--- src/rtl/gf_pow_pkg.sv ---
// -----------------------------------------------------------------------------
// gf_pow_pkg: shared types and constants for the GF(2^N) power-map engine.
//   state_t    : engine FSM states (IDLE / RUN / DONE)
//   GF6_POLY   : default field modulus x^6 + x + 1
//   gf_mul_ref : behavioural carry-less multiply with reduction; up to N=16,
//                intended as a reference model for benches
// -----------------------------------------------------------------------------
package gf_pow_pkg;

  typedef enum logic [1:0] {
    IDLE = 2'd0,
    RUN  = 2'd1,
    DONE = 2'd2
  } state_t;

  localparam logic [6:0] GF6_POLY = 7'h43;

  // MSB-first shift-and-add multiply in GF(2^n); a and b must fit in n bits.
  function automatic logic [15:0] gf_mul_ref(input logic [15:0] a,
                                             input logic [15:0] b,
                                             input logic [16:0] poly,
                                             input int          n);
    logic [16:0] p;
    p = 17'd0;
    for (int i = n - 1; i >= 0; i--) begin
      p = p << 1;
      if (p[n]) begin
        p = p ^ poly;
      end else begin
        p = p;
      end
      if (b[i]) begin
        p = p ^ {1'b0, a};
      end else begin
        p = p;
      end
    end
    return p[15:0];
  endfunction

endpackage

--- src/rtl/gf_mul.sv ---
// -----------------------------------------------------------------------------
// gf_mul: combinational multiplier in GF(2^N), polynomial basis.
//   a, b : N-bit field elements
//   p    : a*b reduced modulo POLY
// -----------------------------------------------------------------------------
module gf_mul #(
  parameter int         N    = 6,
  parameter logic [N:0] POLY = 7'h43
) (
  input  logic [N-1:0] a,
  input  logic [N-1:0] b,
  output logic [N-1:0] p
);

  // Horner evaluation over b's bits: shift, fold the overflow bit back in via
  // the low bits of the modulus, then conditionally add a.
  always_comb begin
    p = {N{1'b0}};
    for (int i = N - 1; i >= 0; i--) begin
      p = {p[N-2:0], 1'b0} ^ (p[N-1] ? POLY[N-1:0] : {N{1'b0}});
      p = p ^ (b[i] ? a : {N{1'b0}});
    end
  end

endmodule

--- src/rtl/gf_pow_engine.sv ---
// -----------------------------------------------------------------------------
// gf_pow_engine: y = x^e in GF(2^N) via MSB-first square-and-multiply, one
// exponent bit per clock, always exactly N RUN cycles (constant time).
//   clk, rst             : clock, asynchronous active-high reset
//   in_valid / in_ready  : request handshake (in_ready high only in IDLE)
//   in_x, in_e           : base element and unsigned exponent
//   out_valid / out_ready: result handshake (out_valid high only in DONE)
//   out_y                : registered result, held until accepted
//   busy                 : high in RUN or DONE
// -----------------------------------------------------------------------------
module gf_pow_engine
  import gf_pow_pkg::*;
#(
  parameter int         N    = 6,
  parameter logic [N:0] POLY = GF6_POLY
) (
  input  logic         clk,
  input  logic         rst,
  input  logic         in_valid,
  output logic         in_ready,
  input  logic [N-1:0] in_x,
  input  logic [N-1:0] in_e,
  output logic         out_valid,
  input  logic         out_ready,
  output logic [N-1:0] out_y,
  output logic         busy
);

  localparam int CW = $clog2(N);

  if (N < 2 || N > 16) begin : g_bad_n
    $error("gf_pow_engine: N must be in 2..16");
  end
  if (POLY[N] != 1'b1) begin : g_bad_poly
    $error("gf_pow_engine: POLY must have bit N set");
  end

  state_t          state;
  state_t          state_next;
  logic            load;
  logic            step;
  logic [N-1:0]    acc;
  logic [N-1:0]    x_r;
  logic [N-1:0]    e_r;
  logic [CW-1:0]   cnt;
  logic [N-1:0]    sq;
  logic [N-1:0]    sq_x;
  logic [N-1:0]    acc_next;

  gf_mul #(.N(N), .POLY(POLY)) u_square (
    .a (acc),
    .b (acc),
    .p (sq)
  );

  gf_mul #(.N(N), .POLY(POLY)) u_mult (
    .a (sq),
    .b (x_r),
    .p (sq_x)
  );

  assign acc_next = e_r[cnt] ? sq_x : sq;
  assign out_y    = acc;

  // FSM state register.
  always_ff @(posedge clk or posedge rst) begin
    if (rst) begin
      state <= IDLE;
    end else begin
      state <= state_next;
    end
  end

  // Next-state and datapath control decode.
  always_comb begin
    state_next = state;
    load       = 1'b0;
    step       = 1'b0;
    case (state)
      IDLE: begin
        if (in_valid) begin
          state_next = RUN;
          load       = 1'b1;
        end else begin
          state_next = IDLE;
        end
      end
      RUN: begin
        step = 1'b1;
        if (cnt == {CW{1'b0}}) begin
          state_next = DONE;
        end else begin
          state_next = RUN;
        end
      end
      DONE: begin
        if (out_ready) begin
          state_next = IDLE;
        end else begin
          state_next = DONE;
        end
      end
      default: begin
        state_next = IDLE;
      end
    endcase
  end

  // Handshake/status flags registered from the next state so they line up
  // with the state register and never see a combinational input path.
  always_ff @(posedge clk or posedge rst) begin
    if (rst) begin
      in_ready  <= 1'b1;
      out_valid <= 1'b0;
      busy      <= 1'b0;
    end else begin
      in_ready  <= (state_next == IDLE);
      out_valid <= (state_next == DONE);
      busy      <= (state_next != IDLE);
    end
  end

  // Operand capture and one square(-and-multiply) step per RUN cycle.
  always_ff @(posedge clk or posedge rst) begin
    if (rst) begin
      acc <= {N{1'b0}};
      x_r <= {N{1'b0}};
      e_r <= {N{1'b0}};
      cnt <= {CW{1'b0}};
    end else if (load) begin
      acc <= {{(N-1){1'b0}}, 1'b1};
      x_r <= in_x;
      e_r <= in_e;
      cnt <= CW'(N - 1);
    end else if (step) begin
      acc <= acc_next;
      if (cnt != {CW{1'b0}}) begin
        cnt <= cnt - CW'(1);
      end
    end
  end

endmodule

--- config.mk ---
export PLATFORM = sky130hd
export DESIGN_NAME = gf_pow_engine
export DESIGN_NICKNAME = d
export VERILOG_FILES = /design/src/rtl/gf_pow_pkg.sv /design/src/rtl/gf_mul.sv /design/src/rtl/gf_pow_engine.sv
export SDC_FILE = /design/constraint.sdc
export NUM_CORES = 1
export LEC_CHECK = 0
export CORE_MARGIN = 5
export CORE_UTILIZATION = 40
export CTS_BUF_LIST = sky130_fd_sc_hd__clkbuf_16
export DETAILED_ROUTE_END_ITERATION = 10
export GPL_ROUTABILITY_DRIVEN = 1
export GPL_TIMING_DRIVEN = 0
export PLACE_DENSITY_LB_ADDON = 0.2
export SYNTH_ARGS = -nofsm -noshare
export SYNTH_HDL_FRONTEND = slang
export SYNTH_SLANG_ARGS = --single-unit
--- constraint.sdc ---
create_clock -name clk -period 6.1 [get_ports clk]
set_input_delay 0.915 -clock clk [delete_from_list [all_inputs] [get_ports clk]]
set_output_delay 0.915 -clock clk [all_outputs]
set_load 0.01 [all_outputs]
* After elaboration in Yosys (flattened, before gate mapping)
Index checks and enable logic that the tools add are counted.
** Cells by class
- Add/sub/neg operators :: 1
- $lt $le $gt $ge :: 1
- Equality and inequality tests :: 3
- Mux-type cells :: 37
- Bitwise operators :: 20
- Reductions and logical operators :: 8
** Operators with widths (count)
- 6-bit bitwise XOR :: 20
- 6-bit 2-to-1 mux :: 15
- 2-bit 2-to-1 mux :: 12
- 3-bit 2-to-1 mux :: 3
- 2-bit one-hot mux with 3 select lines :: 1
- 2-bit nonzero test :: 3
- 1-bit 2-to-1 mux :: 5
- 2-bit equality test (second input constant) :: 2
- 2-bit logical NOT :: 2
- 3-bit by 4-bit less-than comparator with 1-bit output (second input constant) :: 1
- 1-bit binary-select mux with 3-bit select :: 1
- 3-bit logical NOT :: 1
- 3-bit nonzero test :: 1
- 3-bit by 1-bit subtractor with 3-bit output (second input constant) :: 1
- 2-bit by 1-bit equality test with 1-bit output (second input constant) :: 1
- 2-bit AND reduction :: 1
** Word-level totals
- Bits in registers :: 26
- Output and inout bits :: 9

* Longest topological paths before layout
- Depth after elaboration :: 35
- Gate-level depth with buffers :: 9

* Cells and area by module
From an unflattened synthesis, not the netlist that was laid out.
** Unflattened totals
- Cell total of the unflattened synthesis :: 229
- Area, all modules :: 2100.8 um^2
** By module, submodules not included
- gf_pow_engine :: times used 1, cells each 93, area each 1149.9 um^2, sequential area each 651.9 um^2
- gf_mul :: times used 2, cells each 68, area each 475.5 um^2, sequential area each 0.0 um^2

* Least setup slack after synthesis
OpenSTA, ideal clock, no wires.
- Path kind :: reg2reg
- Start point :: reg acc[5], in the netlist out_y[5]
- End point :: reg acc[2], in the netlist out_y[2]
- Library setup time :: 0.103 ns
- Arrival :: 2.073 ns
- Required time :: 5.997 ns
- Slack :: 3.923 ns
- Cell stages (with the launch flop) :: 8
- Path buffers :: 0
- Clock period less this slack :: 2.177 ns
- Cells stage by stage :: dfrtp_1 -> mux2_2 -> a221oi_2 -> xor2_1 -> xor2_1 -> xnor2_1 -> mux2i_1 -> o41ai_2
** Between the ends
- Longest elaborated chain between the ends :: 27
- Elaborated cells on any way between the ends :: 42
- Those cells by class :: mux (22); bitwise (20)
** Ends and longest elaborated chain
- start, declared :: line gf_pow_engine.sv:42 : logic [N-1:0] acc;
- start signal, assigned :: line gf_pow_engine.sv:126 : acc <= {N{1'b0}};
- start signal, assigned :: line gf_pow_engine.sv:131 : acc <= {{(N-1){1'b0}}, 1'b1};
- start signal, assigned :: line gf_pow_engine.sv:136 : acc <= acc_next;
- 6-bit 2-to-1 mux :: line gf_mul.sv:21 : p = p ^ (b[i] ? a : {N{1'b0}});
- 6-bit bitwise XOR :: line gf_mul.sv:20 : p = {p[N-2:0], 1'b0} ^ (p[N-1] ? POLY[N-1:0] : {N{1'b0}});
- 6-bit bitwise XOR :: line gf_mul.sv:21
- 2-bit 2-to-1 mux / 6-bit bitwise XOR (equally long branches) :: line gf_mul.sv:20
- 6-bit bitwise XOR (on tied branches) :: line gf_mul.sv:20, gf_mul.sv:21
- 6-bit bitwise XOR, or another cell as far along :: line gf_mul.sv:21
- 6-bit bitwise XOR (on tied branches) :: line gf_mul.sv:20, gf_mul.sv:21
- 6-bit bitwise XOR / 2-bit 2-to-1 mux (equally long branches) :: line gf_mul.sv:21, gf_mul.sv:20
- [11 not listed]
- 6-bit bitwise XOR / 2-bit 2-to-1 mux (equally long branches) :: line gf_mul.sv:21, gf_mul.sv:20
- 6-bit bitwise XOR :: line gf_mul.sv:20
- 6-bit bitwise XOR :: line gf_mul.sv:21
- 6-bit bitwise XOR :: line gf_mul.sv:20
- 6-bit bitwise XOR :: line gf_mul.sv:21
- 6-bit 2-to-1 mux * :: line gf_pow_engine.sv:62 : assign acc_next = e_r[cnt] ? sq_x : sq;
- 6-bit 2-to-1 mux * :: line gf_pow_engine.sv:135 : end else if (step) begin
- 6-bit 2-to-1 mux * :: line gf_pow_engine.sv:130 : end else if (load) begin
Mark *: on every way between the ends. The rest lies on a longest branch, timed or not. The select of a mux whose other input is x is not followed.
A chain may end at the register's enable or synchronous reset.

* Worst setup path after layout
Ends and elaborated chain as after synthesis.

==> impl_metrics.toml <==
[finish]
area_growth_syn_to_layout_pct = 20.5
fin_cells = 291
filler_cell_count_in_the_final_layout = 432
stdcell_area_um2 = 2260
drive_above_1_share_pct = 9.62
layout.nets = 258
antenna_cells = 0

[setup_path]
worstSetupEndpointType = "flip-flop"
criticalPathCategory = "flip-flop to flip-flop"
max_stage_delay_ns = 0.51
cp_common_cell = "xor2_1"
regToRegStartpoint = "out_y[5]"
timing.critical_path.required_ns = 6.25
timing.critical_path.fanout_max = 7
worstPathCellList = "mux2_2 -> a221oi_2 -> xor2_1 -> xor2_1 -> xnor2_1 -> mux2i_1 -> o41ai_2"
cp-startpoint = "out_y[5]"
crit_path_top_delay_cell = "dfrtp_1"
critical_path_arrival_ns = 2.63
startpoint_type = "flip-flop"

[clock_network]
post_cts_buffers = 0
cts_made_buffers = 3
post_cts_hold_buffer_count = 0
cts.clk_slew.worst_paths_ns = 0.06
max-clock-path-buffers = 2
clkLatencyLatePin_ns = 0.26
cts_resized = 0
htreeDepth = 1
ctsRootBufferMaster = "clkbuf_16"
numClockSinks = 26
tritoncts = "done"

[yosys]
dominantRegCellSynth = "dfrtp_1"
syn-num-nets = 229
synthDistinctLibCells = 49
syn_area_um2 = 1870
synth-async-reset-ratio_pct = 100
syn_area_per_cell_um2 = 8.88
synthCells = 211
post_synth_edffs = 0
synth-seq-area-share_pct = 34.8
yosys_register_bits = 26
synth.yosys.warnings = 0

[sta]
ratio_of_final_minimum_period_to_clock_period_pct = 40.6
grt_setup_unrepaired = "false"
clock.fmax_ghz = 0.404
final.setup_skew_ns = 0.00339
final-max-slew-violation-count = 0
finalHoldViolCount = 0
totalNegativeSetupSlack_ns = 0
worst_slew_pin_slew_ns = 1.02
fin_crit_ns = 2.48
rel_slew_slack_pct = 32.2
setup_viol = 0

[run]
cap_violations = 0

[global_routing]
pin_count_of_the_biggest_net_entering_global_routing = 27
vias_in_the_first_global_route = 1468
grt.total_usage_pct = 13.6
overflow = 0
grt_pass1_wl_mm = 6.73
antenna_found_initial = 0

[routing]
drtIter0Drc = 109
route.detailed.vias_per_inst = 5.27
remaining_drc_errors = 0
postRouteAntennaNets = 0
drt_pre_antenna_iters = 4
route.final.wire_length_mm = 4.05
wl_per_cell_um = 13.9
route.vias.total = 1535

[floorplan]
row_count = 24
fp.dieArea_um2 = 6150
die_y_um = 78.4
starting_density_pct = 42.1
design.portCount = 25
core_area_um2 = 4440
die_width_um = 78.4

[pwr]
vdd_drop_max_uv = 278
power_density_nw_per_um2 = 642
power.total_w = 0.00145
leakage_nw = 1.07

[outcome]
run_status = "completed"

[placed_design]
gp_congestion = 0.774
dp_hpwl_mm = 3.06
placedInstanceArea_um2 = 2180
port_buffers = 24
dpl.cell_count = 287

[hold_path]
hold_class = "flip-flop to flip-flop"
worstHoldStart = "e_r[4]"
metrics by stage:
| stage | setup WS [ns] | hold slack (ns) | util, % |
|---|---|---|---|
| after detailed placement | 3.64 | 0.457 | 49.0 |
| after global routing | 3.50 | 0.499 | 50.8 |
| after global placement | 3.64 | 0.455 | 49.0 |
| after CTS | 3.62 | 0.473 | 50.8 |
| after floorplan | 3.92 | 0.440 | - |
| final | 3.62 | 0.471 | 50.8 |
power breakdown:
group          total, W  internal [W]  leakage [nW]  switching [W]
combinational  0.000986      0.000491         0.715       0.000495
sequential     0.000319      0.000257         0.318      0.0000618
clock          0.000144     0.0000876        0.0385      0.0000567
cell type report:
cell class	count	area (um^2)	area share, %
buffer	15	76.3	3.38
clock buffer	3	75.1	3.33
clock inverter	1	3.75	0.166
inverter	5	18.8	0.831
multi-input combinational	165	1130	49.9
sequential	26	652	28.9
tap	52	65.1	2.88
timing repair buffer	24	240	10.6
path summary, 6_finish.rpt:
kind	to	slack [ns]	cells after the start
hold reg to reg	e_r[4]	0.47	2
hold / removal	e_r[4]	0.47	2
setup / recovery	out_y[2]	3.62	7
setup reg to reg	out_y[2]	3.62	7
min in group asynchronous	x_r[2]	1.21	2
max in group asynchronous	x_r[4]	4.28	2
cells in the mapped netlist (all sizes together), types with 2 or more instances:
master,count,area share (%)
mux2i,10,5.5
inv,5,1.0
nand2,69,14
nor4bb,2,1.1
xnor2,8,3.7
ha,2,1.3
nor3,2,0.53
mux2,5,3.0
nor2b,3,1.0
nand3,2,0.53
a221oi,2,1.3
a21oi,5,1.3
clkbuf,6,1.2
xor2,6,2.8
a22oi,3,1.2
o21ai,7,1.9
o41ai,2,1.3
nor2,8,1.6
buf,9,2.9
dfrtp,25,33
xnor3,5,6.0
nand2b,5,1.7
placed cells by master (no fill, tap or decap), types with 6 or more instances in the layout:
master           Yosys  routed
nand2_1             69      69
dfrtp_1             25      25
clkdlybuf4s50_1      0      24
mux2i_1              9       9
nor2_1               8       8
xnor2_1              8       8
buf_2                7       7
clkbuf_1             6       6
xor2_1               6       6
worst max-delay path, delay by kind of cell, from the launching register on:
kind	cells	cell delay (ns)
xor gates and xnor gates	3	0.78
DFF	1	0.51
AOI/OAI and AO/OA	2	0.57
muxes	2	0.51
per-layer routing:
layer | global-route usage, % | vias to the layer above | part of all wire, %
met5 | 0 | - | 0
met4 | 3.85 | 0 | 0.99
met3 | 2.40 | 4 | 2.8
met2 | 22.6 | 23 | 48
met1 | 18.2 | 740 | 49
li1 | - | 768 | -
flip-flops by register name, indices dropped and copies added (netlist names):
register   cells
busy           1
cnt            3
e_r            6
in_ready       1
out_valid      1
out_y          6
state          2
x_r            6
logic make-up (layout without fill, tap and decap cells):
family,count (synthesis),after routing,share of synthesized area (%)
compound gates,30,30,12.1
xor+xnor,20,20,13.8
fa+ha+maj,2,2,1.34
buf+inv,20,48,5.08
flops,26,26,34.8
mux,16,16,9.75
simple gates,97,97,23.1
No activity file was read; power rests on OpenSTA's default activity.
